`src/rtl/round_pkg.sv`:
```
// Shared mode encoding and width helper for the round_shift_pipe slice.
package round_pkg;

    typedef enum logic [1:0] {
        MODE_RTZ_EXM1 = 2'd0,
        MODE_RTZ      = 2'd1,
        MODE_FLOOR    = 2'd2,
        MODE_RNE      = 2'd3
    } mode_t;

    function automatic int calc_ow(input int width, input int shift);
        return width - shift;
    endfunction

endpackage

```
`src/rtl/round_lane.sv`:
```
// One lane of the rounding unit: stage-1 decode of the raw input and stage-2
// combine of the registered decode into the rounded, saturated result.
module round_lane
    import round_pkg::*;
#(
    parameter int WIDTH = 16,
    parameter int SHIFT = 4
) (
    input  logic [WIDTH-1:0]       data_i,
    output logic [WIDTH-SHIFT-1:0] fl_o,
    output logic                   nz_o,
    output logic                   gt_o,
    output logic                   eq_o,
    output logic                   neg_o,
    output logic                   rng_o,
    input  logic [WIDTH-SHIFT-1:0] fl_i,
    input  logic                   nz_i,
    input  logic                   gt_i,
    input  logic                   eq_i,
    input  logic                   neg_i,
    input  logic                   rng_i,
    input  mode_t                  mode_i,
    output logic [WIDTH-SHIFT-1:0] res_o,
    output logic                   sat_o
);

    localparam int OW = calc_ow(WIDTH, SHIFT);
    localparam logic [OW-1:0] OW_MAX = {1'b0, {(OW-1){1'b1}}};

    typedef struct packed {
        logic [OW-1:0] fl;
        logic          nz;
        logic          gt;
        logic          eq;
        logic          neg;
        logic          rng;
    } dec_t;

    typedef struct packed {
        logic [OW-1:0] res;
        logic          sat;
    } out_t;

    function automatic dec_t decode(input logic [WIDTH-1:0] v);
        dec_t             d;
        logic [SHIFT-1:0] fr;
        logic [SHIFT-1:0] half;
        fr    = v[SHIFT-1:0];
        half  = SHIFT'(1) << (SHIFT - 1);
        d.fl  = v[WIDTH-1:SHIFT];
        d.nz  = |fr;
        d.gt  = fr > half;
        d.eq  = fr == half;
        d.neg = v[WIDTH-1];
        // v in (-2^SHIFT, 0) is exactly floor == -1 with a nonzero fraction
        d.rng = d.neg && (&d.fl) && d.nz;
        return d;
    endfunction

    function automatic out_t combine(input dec_t d, input mode_t m);
        out_t r;
        logic up;
        r.sat = 1'b0;
        r.res = d.fl;
        up    = 1'b0;
        unique case (m)
            MODE_FLOOR:    up = 1'b0;
            MODE_RTZ:      up = d.neg && d.nz;
            MODE_RTZ_EXM1: up = d.neg && d.nz;
            MODE_RNE:      up = d.gt || (d.eq && d.fl[0]);
            default:       up = 1'b0;
        endcase
        if (m == MODE_RNE && up && d.fl == OW_MAX) begin
            r.sat = 1'b1;
        end else begin
            r.res = d.fl + OW'(up);
        end
        if (m == MODE_RTZ_EXM1 && d.rng) begin
            r.res = '1;
        end
        return r;
    endfunction

    dec_t dec_s;
    dec_t reg_s;
    out_t out_s;

    assign reg_s = '{fl: fl_i, nz: nz_i, gt: gt_i, eq: eq_i, neg: neg_i, rng: rng_i};

    always_comb begin
        dec_s = decode(data_i);
        out_s = combine(reg_s, mode_i);
    end

    assign fl_o  = dec_s.fl;
    assign nz_o  = dec_s.nz;
    assign gt_o  = dec_s.gt;
    assign eq_o  = dec_s.eq;
    assign neg_o = dec_s.neg;
    assign rng_o = dec_s.rng;
    assign res_o = out_s.res;
    assign sat_o = out_s.sat;

endmodule

```
`src/rtl/round_shift_pipe.sv`:
```
// Multi-lane two-stage fixed-point rounding pipeline with valid/ready on both
// sides and a sticky-saturating count of lane saturation events.
module round_shift_pipe
    import round_pkg::*;
#(
    parameter int WIDTH = 16,
    parameter int SHIFT = 4,
    parameter int LANES = 2,
    parameter int CNT_W = 16
) (
    input  logic                           i_clk,
    input  logic                           i_nRst,
    input  logic                           i_valid,
    output logic                           o_ready,
    input  logic [1:0]                     i_mode,
    input  logic [LANES*WIDTH-1:0]         i_data,
    output logic                           o_valid,
    input  logic                           i_ready,
    output logic [LANES*(WIDTH-SHIFT)-1:0] o_data,
    output logic [LANES-1:0]               o_sat,
    input  logic                           i_cntClr,
    output logic [CNT_W-1:0]               o_satCnt
);

    localparam int OW = calc_ow(WIDTH, SHIFT);

    logic                      s1_valid_q;
    logic [LANES-1:0][OW-1:0]  s1_fl_q,  s1_fl_d;
    logic [LANES-1:0]          s1_nz_q,  s1_nz_d;
    logic [LANES-1:0]          s1_gt_q,  s1_gt_d;
    logic [LANES-1:0]          s1_eq_q,  s1_eq_d;
    logic [LANES-1:0]          s1_neg_q, s1_neg_d;
    logic [LANES-1:0]          s1_rng_q, s1_rng_d;
    mode_t                     s1_mode_q;

    logic                      s2_valid_q;
    logic [LANES-1:0][OW-1:0]  s2_data_q, s2_data_d;
    logic [LANES-1:0]          s2_sat_q,  s2_sat_d;

    logic [CNT_W-1:0]          cnt_q, cnt_d;
    logic [CNT_W:0]            pop_s, sum_s;
    logic                      s1_adv;
    logic                      out_hs;

    assign s1_adv  = !s2_valid_q || i_ready;
    assign o_ready = !s1_valid_q || s1_adv;
    assign out_hs  = s2_valid_q && i_ready;

    for (genvar k = 0; k < LANES; k++) begin : g_lane
        round_lane #(
            .WIDTH(WIDTH),
            .SHIFT(SHIFT)
        ) u_lane (
            .data_i (i_data[k*WIDTH +: WIDTH]),
            .fl_o   (s1_fl_d[k]),
            .nz_o   (s1_nz_d[k]),
            .gt_o   (s1_gt_d[k]),
            .eq_o   (s1_eq_d[k]),
            .neg_o  (s1_neg_d[k]),
            .rng_o  (s1_rng_d[k]),
            .fl_i   (s1_fl_q[k]),
            .nz_i   (s1_nz_q[k]),
            .gt_i   (s1_gt_q[k]),
            .eq_i   (s1_eq_q[k]),
            .neg_i  (s1_neg_q[k]),
            .rng_i  (s1_rng_q[k]),
            .mode_i (s1_mode_q),
            .res_o  (s2_data_d[k]),
            .sat_o  (s2_sat_d[k])
        );
    end

    // Clear dominates; otherwise add this beat's saturated lanes, pinning at all-ones
    always_comb begin
        pop_s = '0;
        for (int unsigned k = 0; k < LANES; k++) begin
            pop_s = pop_s + (CNT_W+1)'(s2_sat_q[k]);
        end
        sum_s = {1'b0, cnt_q} + pop_s;
        cnt_d = cnt_q;
        if (out_hs) begin
            cnt_d = sum_s[CNT_W] ? '1 : sum_s[CNT_W-1:0];
        end
        if (i_cntClr) begin
            cnt_d = '0;
        end
    end

    always_ff @(posedge i_clk or negedge i_nRst) begin
        if (!i_nRst) begin
            s1_valid_q <= 1'b0;
            s1_fl_q    <= '0;
            s1_nz_q    <= '0;
            s1_gt_q    <= '0;
            s1_eq_q    <= '0;
            s1_neg_q   <= '0;
            s1_rng_q   <= '0;
            s1_mode_q  <= MODE_RTZ_EXM1;
            s2_valid_q <= 1'b0;
            s2_data_q  <= '0;
            s2_sat_q   <= '0;
            cnt_q      <= '0;
        end else begin
            if (o_ready) begin
                s1_valid_q <= i_valid;
                if (i_valid) begin
                    s1_fl_q   <= s1_fl_d;
                    s1_nz_q   <= s1_nz_d;
                    s1_gt_q   <= s1_gt_d;
                    s1_eq_q   <= s1_eq_d;
                    s1_neg_q  <= s1_neg_d;
                    s1_rng_q  <= s1_rng_d;
                    s1_mode_q <= mode_t'(i_mode);
                end
            end
            if (s1_adv) begin
                s2_valid_q <= s1_valid_q;
                if (s1_valid_q) begin
                    s2_data_q <= s2_data_d;
                    s2_sat_q  <= s2_sat_d;
                end
            end
            cnt_q <= cnt_d;
        end
    end

    assign o_valid  = s2_valid_q;
    assign o_data   = s2_data_q;
    assign o_sat    = s2_sat_q;
    assign o_satCnt = cnt_q;

endmodule

```
`config.mk`:
```
export PLATFORM = sky130hd
export DESIGN_NAME = round_shift_pipe
export DESIGN_NICKNAME = d
export VERILOG_FILES = /design/src/rtl/round_pkg.sv /design/src/rtl/round_lane.sv /design/src/rtl/round_shift_pipe.sv
export SDC_FILE = /design/constraint.sdc
export NUM_CORES = 1
export LEC_CHECK = 0
export ABC_AREA = 1
export CAP_MARGIN = 10
export CELL_PAD_IN_SITES_DETAIL_PLACEMENT = 0
export CELL_PAD_IN_SITES_GLOBAL_PLACEMENT = 2
export CORE_AREA = 8 8 115 117
export DETAILED_ROUTE_END_ITERATION = 10
export DIE_AREA = 0 0 123 125
export DONT_BUFFER_PORTS = 1
export GPL_TIMING_DRIVEN = 0
export PLACE_DENSITY_LB_ADDON = 0.1
export SLEW_MARGIN = 20
export SYNTH_ARGS = -nofsm -noshare
export SYNTH_HDL_FRONTEND = slang
export SYNTH_SLANG_ARGS = --single-unit
export TNS_END_PERCENT = 100
```
`constraint.sdc`:
```
create_clock -name i_clk -period 4.9 [get_ports i_clk]
set_input_delay 0.98 -clock i_clk [delete_from_list [all_inputs] [get_ports i_clk]]
set_output_delay 0.98 -clock i_clk [all_outputs]
set_load 0.03 [all_outputs]
```
Word-level counts from Yosys, hierarchy flattened
Index checks and enable logic that the tools add are counted.

cells by class
  multiplexer cells = 11
  $lt $le $gt $ge = 2
  equal/unequal tests = 7
  reductions and logical operators = 30
  add/subtract/negate cells = 4

operators with widths
  kind                                                    number
  2-to-1 mux 12 bit                                       4
  2-to-1 mux 16 bit                                       3
  adder 12 x 1 -> 12 bit                                  2
  equality test 12 x 11 -> 1 bit (second input constant)  2
  AND reduction 12 bit                                    2
  adder 16 x 2 -> 17 bit                                  1
  logical AND 1 bit                                       15
  equality test 4 bit (second input constant)             2
  > comparator 4 bit (second input constant)              2
  OR reduction 4 bit                                      2
  one-hot mux 1 bit (3 select lines)                      2
  equality test 2 bit (second input constant)             2
  logical OR 1 bit                                        4
  AND reduction 2 bit                                     2
  adder 1 x 1 -> 2 bit                                    1
  equality test 2 x 1 -> 1 bit (second input constant)    1
  logical NOT 1 bit                                       2
  logical NOT 2 bit                                       1
  2-to-1 mux 1 bit                                        2
  nonzero test 2 bit                                      1
  OR reduction 2 bit                                      1

word-level totals
  bits of input ports = 39
  word-level logic and storage cells = 68
  bits in registers = 80
  output and inout bits = 44

Depth between registers and ports, before layout
  depth in word-level cells = 7
  mapped depth = 13
  gate-level depth less buffers = 13

Hierarchy
Synthesis repeated with hierarchy kept, for this count alone.

unflattened totals
  cell total of the unflattened synthesis = 542
  area, all modules = 4,817.1 um2

by module, submodules not included
  module            area each (um2)  seq. area each (um2)  cells each  instances
  round_shift_pipe  3,553.4          2,001.9               304         1
  round_lane        631.9            0.0                   119         2

Worst setup path before layout
No wires, ideal clock.

  path type = in2out
  start = input i_ready
  end = output o_ready
  setup slack = 2,618 ps
  arrival time = 1,302 ps
  buffers on the path = 0
  stages on the path = 2
  data required time = 3,920 ps
  cell sequence = inv_1 -> nand3_1

on the way
  longest elaborated chain between the ends = 2

ends and longest elaborated chain
  item              line                    source
  from (decl)       round_shift_pipe.sv:18  input logic i_ready,
  logical OR 1 bit  round_shift_pipe.sv:45  assign s1_adv = !s2_valid_q || i_ready;
  logical OR 1 bit  round_shift_pipe.sv:46  assign o_ready = !s1_valid_q || s1_adv;
  to (decl)         round_shift_pipe.sv:14  output logic o_ready,

Every way passes these cells.

Final worst setup path
  start = register s1_fl_q[12] (netlist name)
  end = register s2_data_q (netlist bit o_data[18])

on the way
  longest elaborated chain between the ends = 7
  elaborated cells between the ends (all ways) = 9
  those cells by class = add/sub: 1; eq/ne: 1; mux: 3; reduce/logical: 4

ends and longest elaborated chain
  item                                                                            line                     source
  from (decl)                                                                     round_shift_pipe.sv:28   logic [LANES-1:0][OW-1:0] s1_fl_q, s1_fl_d;
  from (signal assigned)                                                          round_shift_pipe.sv:107  s1_fl_q <= s1_fl_d;
  parallel branches: the longest is 5 deep, another holds adder 12 x 1 -> 12 bit  n/a
  2-to-1 mux 12 bit (*)                                                           round_lane.sv:73         if (m == MODE_RNE && up && d.fl == OW_MAX) begin
  2-to-1 mux 12 bit (*)                                                           round_lane.sv:78         if (m == MODE_RTZ_EXM1 && d.rng) begin
  to (signal assigned)                                                            round_shift_pipe.sv:119  s2_data_q <= s2_data_d;
  to (decl)                                                                       round_shift_pipe.sv:37   logic [LANES-1:0][OW-1:0] s2_data_q, s2_data_d;

Mark *: on every way between the ends.
A chain may end at the register's enable or synchronous reset.

==> run_results.csv <==
group,metric,value,unit
synthesis,syn_nets,627,
worst_setup_path,path_cells,"nand2_1, a21oi_1, a31o_2, ha_1, ha_1, nand3_1, nor2_1, xor2_1, nand3_1, nand2_1, nand2_1",
die,row_count,40,
die,die_h,125,um
clock_tree,htreeDepth,3,
job,cap_violations,0,
sta,fmax,416,MHz
sta,post-route-period-util,0.491,
layout,antenna_cells,0,
sta,finClkSkew,0.00545,ns
worst_setup_path,start_kind,"register",
die,start_util,0.373,
worst_setup_path,crit_slowest_cell,"dfrtp_1",
clock_tree,clk_transition_reported_paths,0.06,ns
worst_setup_path,critPathBufInv,0,
clock_tree,numCtsBuffers,9,
clock_tree,cts_root_buf,"clkbuf_16",
die,design.core.area,0.0116,mm2
worst_setup_path,critical-path-top-delay-family,"simple AND/OR/NAND/NOR gates",
detailed_routing,first_pass_iters,4,
layout,drive_gt1_frac,0.104,
worst_setup_path,critPathArrivalTime,2.64,ns
power,powerDensity,401,mW/mm2
die,ios,83,
worst_setup_path,slowest_delay,0.44,ns
synthesis,synthCells,582,
clock_tree,post_cts_buffers,0,
placed_design,io_buffers,0,
worst_setup_path,crit_required,5.13,ns
global_route,grtUsageTotal,0.169,
sta,rsz0062_at_grt,"no",
detailed_routing,post_drt_wl_per_cell,16.3,um
worst_setup_path,rrSetupSlack,2.49,ns
sta,tightestPinTransition,0.549,ns
power,peakVddDrop,0.000151,V
synthesis,yosysWarnings,0,
clock_tree,cts_hold_buf,0,
worst_hold_path,min_path_type,"in2async",
sta,drv_slew,0,
sta,fin_setup_tns,0,ns
sta,fin_crit,2.41,ns
synthesis,ys_seq_elements,78,
layout,layout_commonest_cell,"nand2_1",
clock_tree,clk_latency,0.34,ns
worst_setup_path,crit_fanout,6,
die,die-area,0.0154,mm2
clock_tree,tritoncts,"yes",
detailed_routing,ant_nets,0,
global_route,antenna_found_initial,0,
clock_tree,cts.sinks,78,
global_route,grt_max_degree,79,
synthesis,synth_cell_types,32,
outcome,outcome,"finished clean",
sta,setup_viol,0,
worst_setup_path,cpMostUsedCell,"nand2_1",
global_route,grt_pass1_wl,20500,um
worst_setup_path,endpoint_kind,"register",
detailed_routing,initialDrtViolationCount,159,
synthesis,yosysSeqAreaShare,0.450,
die,die_width,123,um
global_route,first_global_vias,3874,
power,p_leak,2.34,nW
detailed_routing,vias_per_cell,5.01,
layout,area_growth,11.2,%
clock_tree,post_cts_resized,0,
worst_setup_path,worstSetupPathType,"reg2reg",
detailed_routing,vias,3733,
clock_tree,cts_max_path_buffers,2,
detailed_routing,drc_errors,0,
synthesis,syn_area_per_cell,7.45,um2
detailed_routing,routed_wl,12200,um
synthesis,synth_area,0.00433,mm2
layout,mostFrequentLayoutCells,"nand2_1, dfrtp_1, inv_1",
placed_design,gp_congestion,0.812,
power,power,1.93,mW
sta,slew_headroom,0.633,
layout,fin_nets,638,
placed_design,hpwlAfterDp,9320,um
sta,hold_viol_final,0,
global_route,overflow,0,
worst reg2reg max path: stages (launching register included):
cell and delay (ns):
dfrtp_1 0.44, nand2_1 0.09, a21oi_1 0.35, a31o_2 0.19, ha_1 0.25, ha_1 0.28
nand3_1 0.16, nor2_1 0.15, xor2_1 0.16, nand3_1 0.09, nand2_1 0.09, nand2_1 0.05
metrics by stage:
step / setup WS [ns] / hold WS, ns / area (um2) / utilization / cells
floorplan: 2.62 / 0.450 / 4330 / - / 582
global placement: 2.52 / 0.468 / 4520 / 0.389 / 729
detailed placement: 2.51 / 0.473 / 4520 / 0.389 / 729
CTS: 2.48 / 0.313 / 4820 / 0.415 / 745
global route: 2.29 / 0.314 / 4820 / 0.415 / 745
finish: 2.49 / 0.332 / 4820 / 0.415 / 745
per-layer routing:
metal  vias to the layer above  GRT usage  wire length, um
met5                         -          0                0
met4                         0     0.0773              252
met3                        19     0.0522              882
met2                        90      0.258             5370
met1                      1720      0.215             5650
li1                       1904          -                -
where the power goes:
group / switching [mW] / leakage (nW) / total [mW] / internal, mW
clock network: 0.261 / 0.152 / 0.681 / 0.420
logic: 0.167 / 1.20 / 0.268 / 0.101
registers: 0.237 / 0.984 / 0.983 / 0.746
total: 0.665 / 2.34 / 1.93 / 1.27
cells by family after synthesis:
kind of cell    synth area share
simple gates               0.384
xor+xnor                  0.0141
compound gates            0.0661
buf+inv                   0.0664
flops                      0.450
fa+ha+maj                 0.0191
Yosys cell counts (all sizes together):
cell    count  area [um2]
fa          1        20.0
xnor2       3        26.3
inv        55         206
nand4      34         213
nor3        5        36.3
nor2       49         231
o21bai      2        15.0
a22o        2        17.5
nand3      38         213
nand3b      5        37.5
a21oi       8        40.0
a31o        2        17.5
a21o        2        15.0
or2         7        43.8
ha          5        62.6
o21ai      32         160
nand2     233         890
xor2        4        35.0
o31ai       2        15.0
a31oi       1        6.26
dfrtp      78        1950
buf        14        81.3
sequential cells by signal, indices dropped and copies added, names as in the netlist:
name and cells:
o_valid 1, o_data 24, s1_fl_q 23, s1_eq_q 2
s1_rng_q 2, s1_nz_q 2, o_satCnt 16, s1_mode_q 2
s1_neg_q 1, o_sat 2, s1_gt_q 2, s1_valid_q 1
layout make-up:
class,instances,area (um2)
flip-flops and latches,78,1950
inverters,55,206
fillers,1232,6790
multi-input cells,435,2090
clock inverters,4,45.0
clock buffers,12,256
plain buffers,14,81.3
well taps,147,184
path summary, 6_finish.rpt:
path,cells past startpoint,startpoint,end
worst min-delay path,0,i_nRst,o_satCnt[0]
min in group i_clk,2,s1_eq_q[1],s1_eq_q[1]
worst min register to register,2,s1_eq_q[1],s1_eq_q[1]
worst max register to register,11,s1_fl_q[12],o_data[18]
max in group asynchronous,0,i_nRst,s1_fl_q[17]
worst max-delay path,11,s1_fl_q[12],o_data[18]
(Power assumes the default switching activity.)
